===== config.mk =====
export PLATFORM = sky130hd
export DESIGN_NAME = tune_controller
export DESIGN_NICKNAME = d
export VERILOG_FILES = /design/src/rtl/tune_controller.sv
export SDC_FILE = /design/constraint.sdc
export NUM_CORES = 1
export LEC_CHECK = 0
export BUFFER_PORTS_ARGS = -buffer_cell sky130_fd_sc_hd__buf_2
export CORE_MARGIN = 8
export CORE_UTILIZATION = 63
export DETAILED_ROUTE_END_ITERATION = 10
export MAX_ROUTING_LAYER = met4
export PLACE_DENSITY_LB_ADDON = 0.05
export SYNTH_ARGS = -nofsm -noshare
export SYNTH_HDL_FRONTEND = slang
export SYNTH_SLANG_ARGS = --single-unit

===== constraint.sdc =====
create_clock -name Clk -period 5.23 [get_ports Clk]
set_input_delay 0.7845 -clock Clk [delete_from_list [all_inputs] [get_ports Clk]]
set_output_delay 0.7845 -clock Clk [all_outputs]
set_load 0.03 [all_outputs]

===== src/rtl/tune_controller.sv =====
// tune_controller: frame sequencer for the pitch-shift path.
// Captures FRAME_LEN samples, starts the shifter and waits for its Done
// rising edge (bounded by TIMEOUT cycles), then plays FRAME_LEN samples out.
// Abort returns to IDLE from any busy state without a FrameDone pulse.
module tune_controller #(
  parameter int unsigned FRAME_LEN = 256,
  parameter int unsigned TIMEOUT   = 1024,
  parameter int unsigned SHIFT_W   = 4
) (
  input  logic               Clk,
  input  logic               Reset,
  input  logic               Go,
  input  logic               Abort,
  input  logic [SHIFT_W-1:0] Semitones,
  input  logic               SampleValid,
  input  logic               PlayReady,
  input  logic               ShiftDone,
  output logic               ShiftStart,
  output logic [SHIFT_W-1:0] ShiftAmount,
  output logic               CaptureEn,
  output logic               PlayEn,
  output logic               Busy,
  output logic               FrameDone,
  output logic               Error,
  output logic [1:0]         Phase
);

  typedef enum logic [1:0] {
    ST_IDLE    = 2'd0,
    ST_CAPTURE = 2'd1,
    ST_SHIFT   = 2'd2,
    ST_PLAY    = 2'd3
  } state_t;

  // Terminal counts, compared against the 16-bit counters.
  localparam logic [15:0] LAST_SAMPLE = 16'(FRAME_LEN - 1);
  localparam logic [15:0] LAST_WAIT   = 16'(TIMEOUT - 1);

  state_t               state_q, state_d;
  logic [15:0]          cnt_q, cnt_d;
  logic [15:0]          tmo_q, tmo_d;
  logic                 done_dly_q;
  logic                 start_q, start_d;
  logic                 frame_done_q, frame_done_d;
  logic                 error_q, error_d;
  logic [SHIFT_W-1:0]   amount_q, amount_d;
  logic                 done_edge_s;
  logic                 edge_valid_s;

  // Next-state and registered-output computation for the frame sequencer.
  always_comb begin
    // A Done edge in the ShiftStart cycle belongs to a previous operation.
    done_edge_s  = ShiftDone & ~done_dly_q;
    edge_valid_s = done_edge_s & ~start_q;

    state_d      = state_q;
    cnt_d        = cnt_q;
    tmo_d        = tmo_q;
    start_d      = 1'b0;
    frame_done_d = 1'b0;
    error_d      = error_q;
    amount_d     = amount_q;

    case (state_q)
      ST_IDLE: begin
        if (Go && !Abort) begin
          amount_d = Semitones;
          error_d  = 1'b0;
          state_d  = ST_CAPTURE;
          cnt_d    = 16'd0;
          tmo_d    = 16'd0;
        end else begin
          state_d = ST_IDLE;
        end
      end

      ST_CAPTURE: begin
        if (Abort) begin
          state_d = ST_IDLE;
          cnt_d   = 16'd0;
          tmo_d   = 16'd0;
        end else if (SampleValid) begin
          if (cnt_q == LAST_SAMPLE) begin
            state_d = ST_SHIFT;
            cnt_d   = 16'd0;
            tmo_d   = 16'd0;
            start_d = 1'b1;
          end else begin
            cnt_d = cnt_q + 16'd1;
          end
        end else begin
          state_d = ST_CAPTURE;
        end
      end

      ST_SHIFT: begin
        if (Abort) begin
          state_d = ST_IDLE;
          cnt_d   = 16'd0;
          tmo_d   = 16'd0;
        end else if (edge_valid_s) begin
          state_d = ST_PLAY;
          cnt_d   = 16'd0;
          tmo_d   = 16'd0;
        end else if (tmo_q == LAST_WAIT) begin
          state_d = ST_IDLE;
          error_d = 1'b1;
          cnt_d   = 16'd0;
          tmo_d   = 16'd0;
        end else begin
          tmo_d = tmo_q + 16'd1;
        end
      end

      ST_PLAY: begin
        if (Abort) begin
          state_d = ST_IDLE;
          cnt_d   = 16'd0;
          tmo_d   = 16'd0;
        end else if (PlayReady) begin
          if (cnt_q == LAST_SAMPLE) begin
            state_d      = ST_IDLE;
            frame_done_d = 1'b1;
            cnt_d        = 16'd0;
            tmo_d        = 16'd0;
          end else begin
            cnt_d = cnt_q + 16'd1;
          end
        end else begin
          state_d = ST_PLAY;
        end
      end

      default: begin
        state_d = ST_IDLE;
        cnt_d   = 16'd0;
        tmo_d   = 16'd0;
      end
    endcase
  end

  // State, counters, Done delay and registered pulse/flag outputs.
  always_ff @(posedge Clk or posedge Reset) begin
    if (Reset) begin
      state_q      <= ST_IDLE;
      cnt_q        <= 16'd0;
      tmo_q        <= 16'd0;
      done_dly_q   <= 1'b0;
      start_q      <= 1'b0;
      frame_done_q <= 1'b0;
      error_q      <= 1'b0;
      amount_q     <= '0;
    end else begin
      state_q      <= state_d;
      cnt_q        <= cnt_d;
      tmo_q        <= tmo_d;
      done_dly_q   <= ShiftDone;
      start_q      <= start_d;
      frame_done_q <= frame_done_d;
      error_q      <= error_d;
      amount_q     <= amount_d;
    end
  end

  // Status outputs decode directly from the registered state.
  assign Phase       = state_q;
  assign CaptureEn   = (state_q == ST_CAPTURE);
  assign PlayEn      = (state_q == ST_PLAY);
  assign Busy        = (state_q != ST_IDLE);
  assign ShiftStart  = start_q;
  assign FrameDone   = frame_done_q;
  assign Error       = error_q;
  assign ShiftAmount = amount_q;

endmodule

==> impl_table.tex <==
\begin{tabular}{lr}
\hline
Metric & Value \\
\hline
\multicolumn{2}{l}{\textbf{Die}} \\
Initial core utilization & a little under two thirds \\
Core outline area & 3580 um\^{}2 \\
Total die area & approximately 5800 um\^{}2 \\
Std cell rows & 22 \\
Number of top-level pins & 23 \\
Height of the die & 76.3 um \\
Die extent in x & 76.3 um \\
\multicolumn{2}{l}{\textbf{Clock tree}} \\
Number of sinks handled by clock tree synthesis & between 40 and 50 \\
Clock buffer count from CTS & 5 \\
CTS Hold Buffers Added & 0 \\
Latest clock arrival within the worst-skew pair & roughly 0.35 ns \\
Clock tree from TritonCTS & yes \\
Maximum level of the CTS H-tree & 2 \\
Cts repair resizes & 0 \\
Clock tree buffer depth & 2 \\
Library cell used as clock root buffer & clkbuf\_4 \\
Clk slew on worst S/H paths & 0.12 ns \\
Post-CTS setup repair buffer count & 0 \\
\multicolumn{2}{l}{\textbf{GRT}} \\
Global-route wire length before repair & 8060 um \\
Antenna violations before repair & 0 \\
Grt ovf & 0 \\
Number of global-route vias before repair & 1745 \\
Largest net degree at the start of global routing & 43 \\
Total global routing track utilization & between 15 and 20\% \\
\multicolumn{2}{l}{\textbf{Layout}} \\
Layout cells sized above 1 & between 15 and 20\% \\
Number of nets in the layout & 277 \\
Count of filler cells inserted in the layout & between 200 and 300 \\
Antenna diode count & 0 \\
Final Instance Area & about 2500 um\^{}2 \\
Area growth from synthesis to layout & 9.02\% \\
\multicolumn{2}{l}{\textbf{Synth}} \\
Cell taking the most area after synthesis & dfrtp\_1 \\
XOR/XNOR Fraction of Synth Area & around 1.9\% \\
Average footprint of a synthesized cell & approximately 9.5 um\^{}2 \\
Top-area cell type share of the netlist area & between 40\% and 50\% \\
Most instantiated flip-flop cell in the synthesis netlist & dfrtp\_1 \\
Gate count of the mapped netlist & approximately 240 \\
Share of flip-flops with an asynchronous set or reset after synthesis & 100\% \\
Cell variety after synth & 46 \\
Share of the yosys chip area belonging to registers & a little under half \\
Cell area after technology mapping & between 2000 and 2500 um\^{}2 \\
Multiplexer share of the synthesized area & 3.77\% \\
Compound-cell area share of the yosys netlist & 19.1\% \\
Simple logic cell fraction of the synthesized area & approximately a quarter \\
Main combinational cell family by area after synthesis & simple AND/OR/NAND/NOR gates \\
Synth Register Bits & 42 \\
Number of flops mapped to enable cells by yosys & 0 \\
Net count after synthesis & 254 \\
Number of synthesis warnings & 0 \\
Ranking of synthesized cells by area & dfrtp\_1 46\%, a21oi\_1 4.4\%, nand2\_1 3.6\% \\
Adder-Cell Fraction of Synth Area & approximately 1.1\% \\
\multicolumn{2}{l}{\textbf{Worst setup path}} \\
Sum of buffers and inverters on the critical path & 0 \\
Worst setup EP type & register \\
Crit Path Category & reg -> reg \\
Data arrival time at the worst-slack endpoint & around 2.9 ns \\
Cell-by-cell trace of the critical path & or4\_4, nor4\_4, nor2\_1, nor2\_2, nor3\_1 \\
Worst reg-to-reg path cell count & 5 \\
Kind of start point of the critical path & register \\
Slowest library cell on the worst path & nor2\_2 \\
Critical R2R Capture & cnt\_q[3] \\
Required time of the worst setup path & approximately 5.5 ns \\
Register-to-register path setup slack & 2.59 ns \\
Highest cell delay on the worst timing path & around 0.62 ns \\
Largest fanout of any net on the critical path & 17 \\
Launching point of the worst reg2reg path & tmo\_q[10] \\
Launching element of the worst setup path & tmo\_q[10] \\
Number of logic stages on the critical path including buffering & 5 \\
Cell family with the largest share of critical-path delay & simple AND/OR/NAND/NOR gates \\
\multicolumn{2}{l}{\textbf{Detailed routing}} \\
Sum of met3 wire segment lengths after detailed routing & 196 um \\
DR pass1 iterations & 4 \\
Vias per std cell & roughly 6.0 \\
DRC violations left & 0 \\
Starting DRC count in detailed routing & approximately 150 \\
Total wirelength of the detailed-routed design & between 4000 and 5000 um \\
Highest metal used & met4 \\
Met1 WL & 2110 um \\
Vias & 1887 \\
Antenna viol nets, final & 0 \\
Routed length per placed instance & $\sim$15 um \\
Met2 routed WL & $\sim$2200 um \\
\multicolumn{2}{l}{\textbf{STA}} \\
Max Clock Freq & 0.379 GHz \\
Final count of hold timing violations & 0 \\
Post-Route Setup TNS & 0 ns \\
Ratio of final minimum period to clock period & 50.5\% \\
Final setup vio count & 0 \\
Slew of the pin with the lowest slew margin & approximately 0.69 ns \\
Largest clock skew in the final design & approximately 0.016 ns \\
Setup repair after global routing missed its margin & no \\
Max Slew Vio Count & 0 \\
Final Critical Period & around 2.6 ns \\
Slew margin rel. & 53.8\% \\
\multicolumn{2}{l}{\textbf{Placement}} \\
Cell area after placement & roughly 2400 um\^{}2 \\
DP HPWL & 3260 um \\
IO Port Bufs & 22 \\
Final weighted congestion in routability-driven placement & $\sim$0.86 \\
\multicolumn{2}{l}{\textbf{Hold path}} \\
End point of the most critical hold path & tmo\_q[14] \\
Hold Path Stages & 1 \\
Hold Startpoint & tmo\_q[14] \\
Kind of path behind the tightest hold check & reg -> reg \\
\multicolumn{2}{l}{\textbf{Pwr}} \\
Largest vdd supply drop & 0.114 mV \\
Leakage power of the design & between 0.001 and 0.0015 uW \\
Cell area power density & 237 nW/um\^{}2 \\
\multicolumn{2}{l}{\textbf{Outcome}} \\
Outcome & completed \\
\multicolumn{2}{l}{\textbf{Run}} \\
Number of max-capacitance violations reported & 0 \\
\hline
\end{tabular}
==> where the power goes <==
part / switching, uW / total [uW] / leakage (uW) / internal (uW)
clock network: 98.1 / 163 / 0.0000353 / 65.2
logic: 57.7 / 85.2 / 0.000453 / 27.4
registers: 8.29 / 344 / 0.000573 / 335
==> worst max-delay path by stage <==
stage | to
after floorplan | cnt_q[2]
after global placement | cnt_q[2]
after detailed placement | cnt_q[3]
after CTS | cnt_q[3]
after global routing | cnt_q[3]
final | cnt_q[3]
==> synth_stat cells, types with 2 or more instances <==
library cell,instances
dfrtp_1,42
nand2_1,22
a21oi_1,20
nor2_1,14
o21ai_0,13
nand3_1,11
o31ai_1,11
nor3_1,10
or4_1,10
inv_1,8
nand4_1,6
mux2_2,5
nand2b_1,5
or3_1,5
xor2_1,5
buf_2,4
a21o_1,3
and3_1,3
clkbuf_1,3
mux2i_1,3
nor2b_1,3
a211oi_1,2
a31oi_1,2
and4_1,2
ha_1,2
o2111ai_1,2
o21a_1,2
o22a_1,2
o41ai_1,2
or2_2,2
or3b_1,2
==> sequential cells by signal, indices dropped and copies added (netlist names) <==
name         flops
cnt_q           16
done_dly_q       1
Error            1
FrameDone        1
ShiftAmount      4
ShiftStart       1
Phase            2
tmo_q           16
==> metal layers <==
metal / global-route usage, % / up-vias
met3: 5.07 / 5
met4: 4.23 / 0
met5: - / -
met1: 20.7 / 901
li1: - / 949
met2: 26.9 / 32
==> cell usage in the layout, fill, tap and decap left out, types with 5 or more instances in the layout <==
cell type and n:
a21oi_1 20, buf_2 22, clkbuf_4 5, dfrtp_1 42
inv_1 8, mux2_2 5, nand2_1 22, nand2b_1 5
nand3_1 11, nand4_1 6, nor2_1 14, nor3_1 10
o21ai_0 13, o31ai_1 11, or3_1 5, or4_1 10
xor2_1 5
==> per-stage QoR <==
step	power [uW]	std cells	worst slack (ns)	hold slack [ns]	utilization (%)
final	592	313	2.59	0.497	69.7
after global routing	621	313	2.36	0.526	69.7
after CTS	601	313	2.54	0.496	69.7
after detailed placement	436	305	2.45	0.478	68.0
after global placement	433	305	2.47	0.478	68.0
after floorplan	410	241	2.84	0.452	-
==> area by class of cell <==
type | count | area [um^2] | area share (%)
Timing Repair Buffer | 24 | 125 | 5.02
Multi-Input combinational cell | 183 | 1170 | 46.8
Tap cell | 48 | 60.1 | 2.41
Inverter | 8 | 30.0 | 1.20
Clock buffer | 7 | 55.1 | 2.21
Clock inverter | 1 | 5.00 | 0.201
Sequential cell | 42 | 1050 | 42.1
==> cell families (layout without fill, tap and decap cells) <==
kind of cell               count (synthesis)  in the layout
DFF                                       42             42
and+or+nand+nor                          102            102
muxes                                      8              8
buffers and inverters                     16             40
xor gates and xnor gates                   5              5
AOI/OAI and AO/OA                         66             66
adders and majority gates                  2              2
Power figures use the tool's default switching activity.
